File: src/rtl/dram_responder_pkg.sv
// Shared definitions for the data-memory responder: FSM encoding, control-word bit positions
// and default bus widths.
package dram_responder_pkg;

    localparam int unsigned ADDR_W_DEFAULT = 16;
    localparam int unsigned DATA_W_DEFAULT = 16;

    // Bit positions of the memory controls inside the processor control word.
    localparam int unsigned MEM_WRITE_BIT  = 14;
    localparam int unsigned DATA_READ_BIT  = 13;
    localparam int unsigned INSTR_READ_BIT = 12;

    typedef enum logic [1:0] {
        StIdle     = 2'd0,
        StRdWait   = 2'd1,
        StWrCommit = 2'd2,
        StDone     = 2'd3
    } state_e;

endpackage

File: src/rtl/dram_responder_if.sv
// Request/response bundle between the processor datapath (master) and the data-memory
// responder (slave).
interface dram_responder_if
    import dram_responder_pkg::*;
#(
    parameter int unsigned ADDR_W = ADDR_W_DEFAULT,
    parameter int unsigned DATA_W = DATA_W_DEFAULT
) ();

    logic [ADDR_W-1:0] addr;
    logic [DATA_W-1:0] wdata;
    logic              rd_en;
    logic              wr_en;
    logic [DATA_W-1:0] rdata;
    logic              ack;
    logic              busy;
    logic              err;

    modport master (
        output addr, wdata, rd_en, wr_en,
        input  rdata, ack, busy, err
    );

    modport slave (
        input  addr, wdata, rd_en, wr_en,
        output rdata, ack, busy, err
    );

endinterface

File: src/rtl/dram_array.sv
// Single-port storage, DEPTH x DATA_W, synchronous write and synchronous read, no reset.
module dram_array #(
    parameter int unsigned DEPTH  = 256,
    parameter int unsigned DATA_W = 16,
    parameter int unsigned AW     = (DEPTH > 1) ? $clog2(DEPTH) : 1
) (
    input  logic              clock,
    input  logic              we,
    input  logic [AW-1:0]     addr,
    input  logic [DATA_W-1:0] wdata,
    output logic [DATA_W-1:0] rdata
);

    logic [DATA_W-1:0] mem [DEPTH];

    always_ff @(posedge clock) begin
        if (we) begin
            mem[addr] <= wdata;
        end
        rdata <= mem[addr];
    end

endmodule

File: src/rtl/dram_responder.sv
// Sequential, handshaked data-memory responder: one request in flight, programmable read
// latency, range checking and conflict detection in front of dram_array.
module dram_responder
    import dram_responder_pkg::*;
#(
    parameter int unsigned ADDR_W       = ADDR_W_DEFAULT,
    parameter int unsigned DATA_W       = DATA_W_DEFAULT,
    parameter int unsigned DEPTH        = 256,
    parameter int unsigned READ_LATENCY = 2
) (
    input logic             clock,
    input logic             reset_n,
    dram_responder_if.slave bus
);

    localparam int unsigned AW       = (DEPTH > 1) ? $clog2(DEPTH) : 1;
    localparam logic [3:0]  LAT_LOAD = 4'(READ_LATENCY - 1);

    state_e            state_q, state_d;
    logic [ADDR_W-1:0] addr_q, addr_d;
    logic [DATA_W-1:0] wdata_q, wdata_d;
    logic [DATA_W-1:0] rdata_q, rdata_d;
    logic [3:0]        cnt_q, cnt_d;
    logic              err_q, err_d;

    logic              in_range;
    logic              arr_we;
    logic [AW-1:0]     arr_addr;
    logic [DATA_W-1:0] arr_rdata;

    assign in_range = 32'(addr_q) < DEPTH;
    assign arr_we   = (state_q == StWrCommit) && in_range;
    // Present the incoming address while idle so the array output is ready even at latency 1.
    assign arr_addr = (state_q == StIdle) ? bus.addr[AW-1:0] : addr_q[AW-1:0];

    dram_array #(
        .DEPTH  (DEPTH),
        .DATA_W (DATA_W),
        .AW     (AW)
    ) u_array (
        .clock (clock),
        .we    (arr_we),
        .addr  (arr_addr),
        .wdata (wdata_q),
        .rdata (arr_rdata)
    );

    always_ff @(posedge clock or negedge reset_n) begin
        if (!reset_n) begin
            state_q <= StIdle;
            addr_q  <= '0;
            wdata_q <= '0;
            rdata_q <= '0;
            cnt_q   <= '0;
            err_q   <= 1'b0;
        end else begin
            state_q <= state_d;
            addr_q  <= addr_d;
            wdata_q <= wdata_d;
            rdata_q <= rdata_d;
            cnt_q   <= cnt_d;
            err_q   <= err_d;
        end
    end

    always_comb begin
        state_d = state_q;
        addr_d  = addr_q;
        wdata_d = wdata_q;
        rdata_d = rdata_q;
        cnt_d   = cnt_q;
        err_d   = err_q;
        unique case (state_q)
            StIdle: begin
                err_d = 1'b0;
                if (bus.rd_en && bus.wr_en) begin
                    err_d   = 1'b1;
                    state_d = StDone;
                end else if (bus.wr_en) begin
                    addr_d  = bus.addr;
                    wdata_d = bus.wdata;
                    state_d = StWrCommit;
                end else if (bus.rd_en) begin
                    addr_d  = bus.addr;
                    cnt_d   = LAT_LOAD;
                    state_d = StRdWait;
                end
            end
            StRdWait: begin
                if (cnt_q == 4'd0) begin
                    rdata_d = in_range ? arr_rdata : '0;
                    err_d   = !in_range;
                    state_d = StDone;
                end else begin
                    cnt_d = cnt_q - 4'd1;
                end
            end
            StWrCommit: begin
                err_d   = !in_range;
                state_d = StDone;
            end
            StDone: begin
                state_d = StIdle;
            end
            default: begin
                state_d = StIdle;
            end
        endcase
    end

    always_comb begin
        bus.rdata = rdata_q;
        bus.ack   = (state_q == StDone);
        bus.err   = (state_q == StDone) && err_q;
        bus.busy  = (state_q == StRdWait) || (state_q == StWrCommit);
    end

endmodule

File: src/flat_wrapper.sv
// flat-port wrapper written by rule: the top's interface ports become plain ports
module dram_responder_flat import dram_responder_pkg::*;
#(
    parameter int unsigned ADDR_W       = ADDR_W_DEFAULT,
    parameter int unsigned DATA_W       = DATA_W_DEFAULT,
    parameter int unsigned DEPTH        = 256,
    parameter int unsigned READ_LATENCY = 2
)
  (clock, reset_n, bus_addr, bus_wdata, bus_rd_en, bus_wr_en, bus_rdata, bus_ack, bus_busy, bus_err);
  dram_responder_if #(.ADDR_W(ADDR_W), .DATA_W(DATA_W)) bus_i ();
  input logic clock;
  input logic reset_n;
  input wire logic [$bits(bus_i.addr)-1:0] bus_addr;
  input wire logic [$bits(bus_i.wdata)-1:0] bus_wdata;
  input wire logic [$bits(bus_i.rd_en)-1:0] bus_rd_en;
  input wire logic [$bits(bus_i.wr_en)-1:0] bus_wr_en;
  output wire logic [$bits(bus_i.rdata)-1:0] bus_rdata;
  output wire logic [$bits(bus_i.ack)-1:0] bus_ack;
  output wire logic [$bits(bus_i.busy)-1:0] bus_busy;
  output wire logic [$bits(bus_i.err)-1:0] bus_err;
  assign bus_i.addr = bus_addr;
  assign bus_i.wdata = bus_wdata;
  assign bus_i.rd_en = bus_rd_en;
  assign bus_i.wr_en = bus_wr_en;
  assign bus_rdata = bus_i.rdata;
  assign bus_ack = bus_i.ack;
  assign bus_busy = bus_i.busy;
  assign bus_err = bus_i.err;
  dram_responder #(.ADDR_W(ADDR_W), .DATA_W(DATA_W), .DEPTH(DEPTH), .READ_LATENCY(READ_LATENCY)) u_core (.clock(clock), .reset_n(reset_n), .bus(bus_i));
endmodule
File: config.mk
export PLATFORM = sky130hd
export DESIGN_NAME = dram_responder_flat
export DESIGN_NICKNAME = d
export VERILOG_FILES = /design/src/rtl/dram_responder_pkg.sv /design/src/rtl/dram_responder_if.sv /design/src/rtl/dram_array.sv /design/src/rtl/dram_responder.sv /design/src/flat_wrapper.sv
export SDC_FILE = /design/constraint.sdc
export NUM_CORES = 2
export LEC_CHECK = 0
export ABC_CLOCK_PERIOD_IN_PS = 3900
export CORE_MARGIN = 2
export CORE_UTILIZATION = 40
export DETAILED_ROUTE_END_ITERATION = 8
export PLACE_DENSITY = 0.56
export SYNTH_ARGS = -nofsm -noshare
export SYNTH_HDL_FRONTEND = slang
export SYNTH_SLANG_ARGS = --single-unit
File: constraint.sdc
create_clock -name clock -period 3.9 [get_ports clock]
set_input_delay 0.39 -clock clock [delete_from_list [all_inputs] [get_ports clock]]
set_output_delay 0.39 -clock clock [all_outputs]
set_load 0.02 [all_outputs]
==> metrics.md <==
| Metric | Value |
|---|---|
| Syn. warnings | `0` |
| Worst-path cell chain | `inv_2, ha_4, mux2i_4, buf_12, buf_8, buf_12, buf_16, buf_16, clkbuf_4, buf_4, mux2i_1, o22ai_2, o41ai_4, buf_4, a41oi_4, or4_1` |
| Top cells by area, synth | `edfxtp_1 (77%), mux2i_1 (13%), o22ai_1 (4.0%)` |
| Ys flop type | `edfxtp_1` |
| Leakage power | `68.4 nW` |
| Initial antenna violation count | `39` |
| Netlist cell types | `42` |
| Reg power frac | `37.3%` |
| Post-synth top cells | `edfxtp_1 (4,096), mux2i_1 (2,050), o22ai_1 (1,028), buf_2 (302), nor2_1 (259)` |
| Net Switching | `0.0543 W` |
| PwrDens | `807 mW/mm2` |
| Max Slew Vio Count | `0` |
| Clk_lat worst skew | `0.99 ns` |
| Core area | `0.396 mm2` |
| Worst Setup End Kind | `register` |
| Worst-path maximum fanout | `7` |
| Via density | `5.69` |
| Filler Cell Count | `32,387` |
| Starting density of the core | `40.2%` |
| Status | `finished with violations` |
| CP Launch Type | `register` |
| Mux contribution to synthesized area | `13.1%` |
| Final Hold Fails | `0` |
| Buffer depth of the longest clock path | `4` |
| Leading area contributor after synthesis | `edfxtp_1` |
| Die H | `635 um` |
| Total GRT Usage | `22.3%` |
| Worst endpoint data arrival time | `4.80 ns` |
| Final-report setup violation count | `6` |
| Initial detailed-routing violation count | `9,575` |
| Largest net degree at the start of global routing | `141` |
| Int Power | `0.102 W` |
| Relative slew slack | `13.3%` |
| Post-Synth Adder-Cell Area | `0.0707%` |
| R2R Setup Slk | `-0.04 ns` |
| Least-Margin Pin Slew | `1.30 ns` |
| CP bufs+invs | `9` |
| Chip width | `635 um` |
| Tot Pwr | `0.156 W` |
| Core Rows | `231` |
| Detailed-route via count | `87,405` |
| Die area | `0.403 mm2` |
| Setup WS post-layout | `-0.0360 ns` |
| Post-synth EDFFs | `4,096` |
| #FFs+latches synth | `4,167` |
| Worst VDD drop | `602 uV` |
| Hold Crit Class | `in2reg` |
| Clock share of power | `25.7%` |
| Wirelength per Cell | `30.5 um` |
| Share of cells above drive strength 1 | `21.2%` |
| Complex-gate fraction of the synthesized area | `6.02%` |
| WHS Path Cells | `2` |
| Logic pwr share | `37.0%` |
| Final Cycle Share | `101%` |
| Worst R2R Start | `u_core.state_q[0]` |
| Root Driver | `clkbuf_16` |
| Sequential share of the synthesized area | `78.3%` |
| Port-buffer cells | `54` |
| Hold Crit Start | `bus_wdata[9]` |
| Final min period | `3.94 ns` |
| First-pass GRT wire length | `646 mm` |
| Async SR Flop Fraction | `1.32%` |
| Final WL | `469 mm` |
| GP Congestion | `0.867` |
| Hold Path End | `u_core.wdata_q[9]` |
| DP Wirelength | `286 mm` |
| Clock buffer count from CTS | `429` |
| # IOs | `55` |
| CP top delay family | `buffers and inverters` |
| Simple-Gate Fraction of Synth Area | `0.926%` |
| Violated checks | `negative setup slack` |
| Fin nets | `9,774` |
| Slowest cell on the critical path | `or4_1` |
| Fmax | `254 MHz` |
| Pre-antenna DRT Iters | `6` |
| R2r endpoint | `u_core.u_array.rdata[2]` |
| RSZ-0062 raised after global routing | `true` |
| Design Area, Final | `0.193 mm2` |
| Worst Skew | `0.0617 ns` |
| Vias in the first global route | `84,640` |
| Reg2reg path depth | `16` |
| Mapped Cells | `8,548` |
| Clock sink count | `4,167` |
| Place WS | `-1.55 ns` |
| Post-Syn Area | `0.159 mm2` |
| CTS tree | `built` |
| Placed inst area | `0.175 mm2` |
| Largest family of logic cells by synthesized area | `multiplexers` |
| Critical path class | `reg2reg` |
| Top cell type's share of synthesized area | `77.2%` |
| Req. time, crit path | `4.76 ns` |
| Post-synthesis xor/xnor area fraction | `0%` |
| Layout Utilization | `48.8%` |
| Syn Nets | `8,593` |
| Switch share | `34.8%` |
| Largest stage delay, worst path | `0.54 ns` |
| Max Cap Violations | `0` |
| Synthesized area per cell | `18.6 um2` |
| Most frequent cell after synthesis | `edfxtp_1` |
| H-tree Lvls | `5` |
| Clock slew at reported path FFs | `0.06 ns` |
| Syn-to-layout area delta | `21.5%` |
| Gr ovfl total | `0` |
| Post-route ant nets | `0` |
| Drt drc | `0` |
==> per-layer routing <==
metal  track usage (%)  wire length [um]  vias up
li1                  -                 -    37587
met1              31.0            195000    45761
met2              36.1            224000     3431
met3              3.10             34000      614
met4              7.12             15900       12
met5                 0                80        -
==> power by group through the flow <==
stage	registers, W	clock network [W]	logic, W
after CTS	0.0582	0.0407	0.0539
after global placement	0.0591	0	0.0504
after global routing	0.0583	0.0424	0.0597
after detailed placement	0.0592	0	0.0511
after floorplan	0.0609	0	0.0239
final	0.0583	0.0401	0.0577
==> worst reg2reg max path, stage by stage, from the launching register on <==
cell and delay, ns:
dfrtp_1 0.39, inv_2 0.09, ha_4 0.18, mux2i_4 0.25, buf_12 0.20, buf_8 0.17, buf_12 0.15, buf_16 0.16
buf_16 0.14, clkbuf_4 0.18, buf_4 0.14, mux2i_1 0.21, o22ai_2 0.12, o41ai_4 0.49, buf_4 0.22, a41oi_4 0.18
or4_1 0.55
==> cell families after synthesis <==
| logic type | after synthesis |
|---|---|
| compound gates | 1396 |
| flops | 4167 |
| simple gates | 354 |
| fa+ha+maj | 9 |
| mux | 2084 |
| buf+inv | 538 |
==> state kept, by name, indices dropped and copies added, names as in the netlist <==
signal	cells
u_core.addr_q	16
u_core.bus.rdata	16
u_core.cnt_q	4
u_core.err_q	1
u_core.state_q	2
u_core.u_array.mem	4096
u_core.u_array.rdata	16
u_core.wdata_q	16
==> stage by stage <==
| stage | TNS [ns] | std cells | hold WS, ns |
|---|---|---|---|
| floorplan | 0 | 8548 | 0.0944 |
| finish | -0.105 | 15356 | 0.0459 |
| CTS | -0.0635 | 15240 | 0.00529 |
| detailed placement | -17.26 | 14389 | 0.485 |
| global placement | -16.38 | 14389 | 0.480 |
| global route | -1.19 | 15343 | 0.0402 |
==> cells in the final DEF, fill, tap and decap left out, types with 17 or more instances in the layout <==
cell type        count
edfxtp_1          4096
mux2i_1           2013
o22ai_1            987
buf_4              906
clkbuf_16          455
nor2_1             257
buf_12             180
o41ai_1            115
clkinv_1           108
o41ai_2            107
clkbuf_1            93
clkinv_2            86
clkdlybuf4s50_1     53
bufinv_16           41
buf_6               40
buf_16              39
dfrtp_1             39
a41oi_1             34
o22ai_2             34
o41ai_4             34
mux2_2              32
nand2_1             31
mux2i_2             26
diode_2             21
dlygate4sd3_1       19
a41oi_4             18
or4_1               17
a22o_1              17
==> worst max path at each step <==
| stage | startpoint | end | slack [ns] | depth (start not counted) |
|---|---|---|---|---|
| final | u_core.state_q[0] | u_core.u_array.rdata[2] | -0.04 | 16 |
| after global routing | u_core.state_q[1] | u_core.u_array.rdata[14] | -0.09 | 15 |
| after CTS | u_core.state_q[1] | u_core.u_array.rdata[15] | -0.03 | 15 |
| after detailed placement | bus_addr[0] | u_core.u_array.rdata[14] | -1.55 | 12 |
| after global placement | bus_addr[0] | u_core.u_array.rdata[14] | -1.55 | 12 |
| after floorplan | u_core.state_q[0] | u_core.u_array.mem[180][0] | 0.006 | 10 |
==> layout make-up <==
cell class / count / area, um2 / area share (%)
Timing Repair Buffer: 1275 / 13600 / 7.02
Inverter: 13 / 48.8 / 0.0252
Tap cell: 5242 / 6560 / 3.39
Sequential cell: 4167 / 125000 / 64.5
Clock inverter: 267 / 2510 / 1.30
Multi-Input combinational cell: 3843 / 34700 / 17.9
Antenna cell: 21 / 52.6 / 0.0272
Clock buffer: 528 / 11200 / 5.80
==> what timing repair did <==
item	4_1_cts	5_1_grt
setup endpoints to repair	16	37
pin swaps	29	43
hold endpoints to repair	49	0
buffers inserted	24	79
gates resized for setup	186	244
hold buffers	20	0
gates cloned	12	22
Power figures use the tool's default switching activity.
